`config.mk`:
```
export PLATFORM = sky130hd
export DESIGN_NAME = mem_bus_arbiter_flat
export DESIGN_NICKNAME = d
export VERILOG_FILES = /design/src/rtl/mem_bus_arbiter_if.sv /design/src/rtl/mem_bus_arbiter.sv /design/src/flat_wrapper.sv
export SDC_FILE = /design/constraint.sdc
export NUM_CORES = 1
export LEC_CHECK = 0
export CORE_AREA = 4 4 119 121
export CTS_CLUSTER_SIZE = 16
export DETAILED_ROUTE_END_ITERATION = 10
export DIE_AREA = 0 0 123 125
export GPL_ROUTABILITY_DRIVEN = 0
export HOLD_SLACK_MARGIN = 0.1
export PLACE_DENSITY = 0.63
export SKIP_CTS_REPAIR_TIMING = 1
export SYNTH_ARGS = -nofsm -noshare
export SYNTH_HDL_FRONTEND = slang
export SYNTH_SLANG_ARGS = --single-unit
```
`constraint.sdc`:
```
create_clock -name clk -period 2.03 [get_ports clk]
set_input_delay 0.406 -clock clk [delete_from_list [all_inputs] [get_ports clk]]
set_output_delay 0.406 -clock clk [all_outputs]
set_load 0.01 [all_outputs]
```
`src/rtl/mem_bus_arbiter_if.sv`:
```
// rtl/mem_bus_arbiter_if.sv - one master's request/response port on the shared RAM arbiter
// The master modport drives the request; the slave modport is the arbiter side.
interface mem_bus_arbiter_if #(
  parameter int ADDR_W = 32,
  parameter int DATA_W = 32
);
  logic                  req;
  logic [ADDR_W-1:0]     addr;
  logic [DATA_W-1:0]     wdata;
  logic [DATA_W/8-1:0]   wmask;
  logic                  gnt;
  logic [DATA_W-1:0]     rdata;
  logic                  rvalid;

  modport master (
    output req, addr, wdata, wmask,
    input  gnt, rdata, rvalid
  );

  modport slave (
    input  req, addr, wdata, wmask,
    output gnt, rdata, rvalid
  );
endinterface

```
`src/rtl/mem_bus_arbiter.sv`:
```
// rtl/mem_bus_arbiter.sv - two-master round-robin arbiter for the single RAM port
// Issues one transaction per cycle and routes read data back through a tag pipeline.
module mem_bus_arbiter #(
  parameter int ADDR_W       = 32,
  parameter int DATA_W       = 32,
  parameter int READ_LATENCY = 1
) (
  input  logic                clk,
  input  logic                reset,
  mem_bus_arbiter_if.slave    m0,
  mem_bus_arbiter_if.slave    m1,
  output logic [ADDR_W-1:0]   mem_addr,
  output logic [DATA_W-1:0]   mem_wdata,
  output logic [DATA_W/8-1:0] mem_wmask,
  output logic                mem_rstrb,
  input  logic [DATA_W-1:0]   mem_rdata
);

  logic                    last_gnt_q, last_gnt_d;
  logic [READ_LATENCY-1:0] tag_vld_q, tag_vld_d;
  logic [READ_LATENCY-1:0] tag_own_q, tag_own_d;

  logic                    grant;
  logic                    sel;
  logic                    is_write;
  logic                    rd_issue;
  logic [DATA_W/8-1:0]     sel_wmask;

  // Contended cycles go to whoever was not granted last; reset masks all issue.
  always_comb begin
    grant = (m0.req | m1.req) & ~reset;
    if (m0.req & m1.req) begin
      sel = ~last_gnt_q;
    end else begin
      sel = m1.req;
    end
  end

  always_comb begin
    sel_wmask = sel ? m1.wmask : m0.wmask;
    is_write  = |sel_wmask;
    rd_issue  = grant & ~is_write;
  end

  always_comb begin
    mem_addr  = sel ? m1.addr  : m0.addr;
    mem_wdata = sel ? m1.wdata : m0.wdata;
    mem_wmask = (grant & is_write) ? sel_wmask : '0;
    mem_rstrb = rd_issue;
  end

  always_comb begin
    m0.gnt = grant & ~sel;
    m1.gnt = grant &  sel;
  end

  always_comb begin
    last_gnt_d = last_gnt_q;
    if (grant) begin
      last_gnt_d = sel;
    end
  end

  // Writes push an empty tag so the pipeline stays aligned with memory latency.
  always_comb begin
    tag_vld_d = tag_vld_q;
    tag_own_d = tag_own_q;
    for (int i = READ_LATENCY - 1; i > 0; i--) begin
      tag_vld_d[i] = tag_vld_q[i-1];
      tag_own_d[i] = tag_own_q[i-1];
    end
    tag_vld_d[0] = rd_issue;
    tag_own_d[0] = sel;
  end

  always_ff @(posedge clk or posedge reset) begin
    if (reset) begin
      last_gnt_q <= 1'b1;
      tag_vld_q  <= '0;
      tag_own_q  <= '0;
    end else begin
      last_gnt_q <= last_gnt_d;
      tag_vld_q  <= tag_vld_d;
      tag_own_q  <= tag_own_d;
    end
  end

  always_comb begin
    m0.rdata  = mem_rdata;
    m1.rdata  = mem_rdata;
    m0.rvalid = tag_vld_q[READ_LATENCY-1] & ~tag_own_q[READ_LATENCY-1];
    m1.rvalid = tag_vld_q[READ_LATENCY-1] &  tag_own_q[READ_LATENCY-1];
  end

endmodule

```
`src/flat_wrapper.sv`:
```
// flat-port wrapper written by rule: the top's interface ports become plain ports
module mem_bus_arbiter_flat 
#(
  parameter int ADDR_W       = 32,
  parameter int DATA_W       = 32,
  parameter int READ_LATENCY = 1
)
  (clk, reset, mem_addr, mem_wdata, mem_wmask, mem_rstrb, mem_rdata, m0_req, m0_addr, m0_wdata, m0_wmask, m0_gnt, m0_rdata, m0_rvalid, m1_req, m1_addr, m1_wdata, m1_wmask, m1_gnt, m1_rdata, m1_rvalid);
  mem_bus_arbiter_if #(.ADDR_W(ADDR_W), .DATA_W(DATA_W)) m0_i ();
  mem_bus_arbiter_if #(.ADDR_W(ADDR_W), .DATA_W(DATA_W)) m1_i ();
  input  logic clk;
  input  logic reset;
  output logic [ADDR_W-1:0] mem_addr;
  output logic [DATA_W-1:0] mem_wdata;
  output logic [DATA_W/8-1:0] mem_wmask;
  output logic mem_rstrb;
  input  logic [DATA_W-1:0] mem_rdata;
  input wire logic [$bits(m0_i.req)-1:0] m0_req;
  input wire logic [$bits(m0_i.addr)-1:0] m0_addr;
  input wire logic [$bits(m0_i.wdata)-1:0] m0_wdata;
  input wire logic [$bits(m0_i.wmask)-1:0] m0_wmask;
  output wire logic [$bits(m0_i.gnt)-1:0] m0_gnt;
  output wire logic [$bits(m0_i.rdata)-1:0] m0_rdata;
  output wire logic [$bits(m0_i.rvalid)-1:0] m0_rvalid;
  input wire logic [$bits(m1_i.req)-1:0] m1_req;
  input wire logic [$bits(m1_i.addr)-1:0] m1_addr;
  input wire logic [$bits(m1_i.wdata)-1:0] m1_wdata;
  input wire logic [$bits(m1_i.wmask)-1:0] m1_wmask;
  output wire logic [$bits(m1_i.gnt)-1:0] m1_gnt;
  output wire logic [$bits(m1_i.rdata)-1:0] m1_rdata;
  output wire logic [$bits(m1_i.rvalid)-1:0] m1_rvalid;
  assign m0_i.req = m0_req;
  assign m0_i.addr = m0_addr;
  assign m0_i.wdata = m0_wdata;
  assign m0_i.wmask = m0_wmask;
  assign m0_gnt = m0_i.gnt;
  assign m0_rdata = m0_i.rdata;
  assign m0_rvalid = m0_i.rvalid;
  assign m1_i.req = m1_req;
  assign m1_i.addr = m1_addr;
  assign m1_i.wdata = m1_wdata;
  assign m1_i.wmask = m1_wmask;
  assign m1_gnt = m1_i.gnt;
  assign m1_rdata = m1_i.rdata;
  assign m1_rvalid = m1_i.rvalid;
  mem_bus_arbiter #(.ADDR_W(ADDR_W), .DATA_W(DATA_W), .READ_LATENCY(READ_LATENCY)) u_core (.clk(clk), .reset(reset), .m0(m0_i), .m1(m1_i), .mem_addr(mem_addr), .mem_wdata(mem_wdata), .mem_wmask(mem_wmask), .mem_rstrb(mem_rstrb), .mem_rdata(mem_rdata));
endmodule
```
Word level (Yosys, flattened, before mapping). Index checks and enable logic that the tools add are counted.

Reductions and logical operators: 1. Mux-type cells: 5. Bitwise logic cells: 14.

Operator list (count): 32-bit 2-to-1 mux (2); 1-bit AND (8); 4-bit 2-to-1 mux (2); 1-bit inverter (5); 4-bit OR reduction (1); 1-bit 2-to-1 mux (1); 1-bit OR (1).

Output and inout port bits: 137. Flip-flop bits (word level): 3.

Logic depth before layout (Yosys ltp). Gate-level depths: netlist of run 1.

Word-level depth: 6. Mapped depth: 6.

Worst setup path before layout of run 1. No wires, ideal clock.

Path kind: reg2out. Start: register u_core.last_gnt_q. End: output mem_rstrb. Stages on the path, launching flop included: 6. Path buffers: 1. Slack: 0.384 ns. Arrival: 1.240 ns. Required time: 1.624 ns. Cell sequence: dfstp_2 -> a21bo_1 -> buf_6 -> inv_4 -> nor4_1 -> o221a_1.

Cells in the longest elaborated chain, start to end: 6.

Ends and longest elaborated chain: from (decl) (RTL line mem_bus_arbiter.sv:19) `logic last_gnt_q, last_gnt_d;`; from (signal assigned) (RTL line mem_bus_arbiter.sv:82) `last_gnt_q <= last_gnt_d;`; 1-bit inverter (RTL line mem_bus_arbiter.sv:33) `sel = ~last_gnt_q;`; 1-bit 2-to-1 mux (RTL line mem_bus_arbiter.sv:32) `if (m0.req & m1.req) begin`; 4-bit 2-to-1 mux (RTL line mem_bus_arbiter.sv:40) `sel_wmask = sel ? m1.wmask : m0.wmask;`; 4-bit OR reduction (RTL line mem_bus_arbiter.sv:41) `is_write = |sel_wmask;`; 1-bit inverter (RTL line mem_bus_arbiter.sv:42) `rd_issue = grant & ~is_write;`; 1-bit AND (RTL line mem_bus_arbiter.sv:42); to (decl) (RTL line flat_wrapper.sv:16) `output logic mem_rstrb;`.

No other way between the ends.

Worst setup path after layout of run 1. Ends and elaborated chain as after synthesis.

==> results of run 1 <==
-- final cells by class --
type	instances	area (µm²)
fillers	1392	8990
repair buffers	249	2450
multi-input cells	218	1230
well taps	176	220
clock buffers	4	78.8
flip-flops and latches	3	76.3
inverters	2	20.0
repair inverters	1	8.76
-- final timing paths --
check	slack, ps	from	endpoint	depth (start not counted)
max	-140	u_core.last_gnt_q$_DFFE_PP1N_	mem_rstrb	5
min	520	reset	u_core.tag_own_q$_DFF_PP0_	3
max reg2reg	460	u_core.last_gnt_q$_DFFE_PP1N_	u_core.tag_vld_q$_DFF_PP0_	5
min reg2reg	670	u_core.last_gnt_q$_DFFE_PP1N_	u_core.last_gnt_q$_DFFE_PP1N_	3
max in group asynchronous	1310	reset	u_core.last_gnt_q$_DFFE_PP1N_	3
min in group clk	530	m0_req	u_core.last_gnt_q$_DFFE_PP1N_	3
-- through the flow --
stage / cell area [µm²] / setup TNS [ps] / utilization [%] / setup slack [ps]
after floorplan: 1520 / 0 / - / 384
final: 4090 / -2580 / 31.3 / -138
after global routing: 4090 / -5330 / 31.3 / -190
after detailed placement: 3490 / -36870 / 26.7 / -628
after global placement: 3490 / -36620 / 26.7 / -555
after CTS: 3570 / -37230 / 27.3 / -638
-- placed cells by master, fill, tap and decap left out, types with 2 or more instances in the layout --
cell	count
dlymetal6s2s_1	3
buf_4	15
buf_12	10
buf_8	2
clkdlybuf4s50_1	139
buf_6	25
a21oi_1	3
nand2_1	112
clkbuf_2	4
nor2b_1	2
nand2_4	25
dfrtp_1	2
nand2_2	63
buf_2	45
a21oi_2	2
clkbuf_16	8
nor2_1	2
-- report_power, final --
part / internal [µW] / switching, µW
clock network: 259 / 55.3
logic: 688 / 514
registers: 69.5 / 5.13
total: 1020 / 574
-- per-layer routing --
layer  part of all wire (%)  vias to the layer above
met5                      0                        -
met4                    3.2                        0
met3                     13                       33
met2                     50                      160
met1                     33                     1052
li1                       -                     1198
-- kinds of logic (layout without fill, tap and decap cells) --
kind of cell | after synthesis | in the layout | share of synthesized area, %
buffers and inverters | 81 | 256 | 38.4
and+or+nand+nor | 209 | 209 | 52.8
AOI/OAI and AO/OA | 9 | 9 | 3.79
DFF | 3 | 3 | 5.03
-- worst max-delay path: cells and delay by family, from the launching register on --
kind | cells | cell delay [ps]
AND/OR/NAND/NOR | 1 | 220
AO/OA/AOI/OAI | 2 | 510
buffers and inverters | 2 | 260
flip-flops | 1 | 540
-- flip-flops by register name, indices dropped and copies added (netlist names) --
register and cells:
u_core.last_gnt_q 1, u_core.tag_own_q 1, u_core.tag_vld_q 1
==> impl_results.md, run 1 <==
* Outcome: finished, violations left
* Failing checks: negative setup slack
* Async SR Flop Fraction at 100%
* Starting Density at 11.6%
* Worst Skew at 2.19 ps
* Max-cap check violation count at 0
* Routed len/inst at 13.6 µm
* Antenna violations before repair at 0
* Post-synth top cells: nand2_1, buf_4, a21oi_1, buf_2, clkbuf_1
* Crit-path max FO at 6
* Slowest cell on crit path: dfstp_2
* Post-synth EDFFs at 0
* Met1 Use GR at 7.65%
* Min Hold Slack at 525 ps
* Clock sink count at 3
* Syn Area/Cell at 5.03 µm²
* Synth area leader: nand2_1
* Worst VDD drop at 0.000215 V
* Routed wire length at 8860 µm
* Non-Filler Instances at 653
* Slew at the pin closest to its max-slew limit at 238 ps
* Share of the synthesized area in the top cell type at 49.5%
* Vias in the first global route at 2,166
* CTS tree: done
* Most used routing layer: met2
* Num CTS Buffers at 3
* Grt total ovfl at 0
* Worst Path Required at 1620 ps
* Crit-path max cell delay at 540 ps
* Die Ht at 125 µm
* Syn_nets at 474
* Routing usage on met2 at 15.2%
* Register area share after synthesis at 5.03%
* Mapped cell area at 0.00152 mm²
* CTS max path bufs at 2
* Count leader, synth: nand2_1
* Antenna cell count at 0
* Gr usage total at 8.08%
* Mapped Cells at 302
* Clock Latency Late Sink at 220 ps
* Drt via density at 3.74
* Synth Warn # at 0
* Period utilization at 107%
* DRC errors left at 0
* Antenna viol nets, final at 0
* Port bufs at 212
* Synthesized flop and latch total at 3
* Post-DP HPWL at 6270 µm
* Final #Nets at 650
* WP data arrival at 1760 ps
* Leading register cell type out of synthesis: dfrtp_1
* Share of cells above drive strength 1 at 43.2%
* Top cells by area, synth: nand2_1, buf_4, dfrtp_1, buf_6, dfstp_2
* Chip Width at 123 µm
* Clk root buf: clkbuf_16
* Pwr dens at 389 mW/mm²
* CP Launch Type: flip-flop
* DIE AREA at 0.0154 mm²
* Starting DRT DRC Count at 50
* Max Freq at 461 MHz
* Max-slew violations at 0
* Met3 Use GR at 3.30%
* Final Hold Viols at 0
* Htree depth at 1
* First-pass GRT wire length at 10,100 µm
* Distinct cells, synth at 19
* Cell count after placement at 632
* Endpoints failing setup at 59
* Largest net degree at the start of global routing at 33
* Min Tclk post-route at 2170 ps
* Ports at 309
* Unrepaired setup endpoints after global routing: true
* Hold crit path type: input pin to async pin
* Row Count at 42
* CP Class: flip-flop to output port
* Setup crit end kind: output port
* Clk slew on worst S/H paths at 30 ps
* Setup ws final at -138 ps
* Leakage at 0.00206 µW
* Headroom to the max-slew limit at 84.0%
* Area of the core at 0.0131 mm²
* DR vias at 2,443
* Ordered list of cells on the worst path: a21bo_4 > clkinv_8 > nor4_4 > o221a_1 > buf_2
* Area growth from synthesis to layout at 169%
* Design Power at 1590 µW
* 1st-pass router iterations at 4
(Power assumes the default switching activity.)
==> inputs of run 2 (changes only) <==
SLEW_MARGIN = 20   (was unset)
==> results of run 2 <==
No change in the layout: final DEF, timing and power equal those of run 1.
==> inputs of run 3 (changes only) <==
CTS_CLUSTER_SIZE = unset   (was 16)
==> results of run 3 <==
No change in the layout: final DEF, timing and power equal those of run 1.
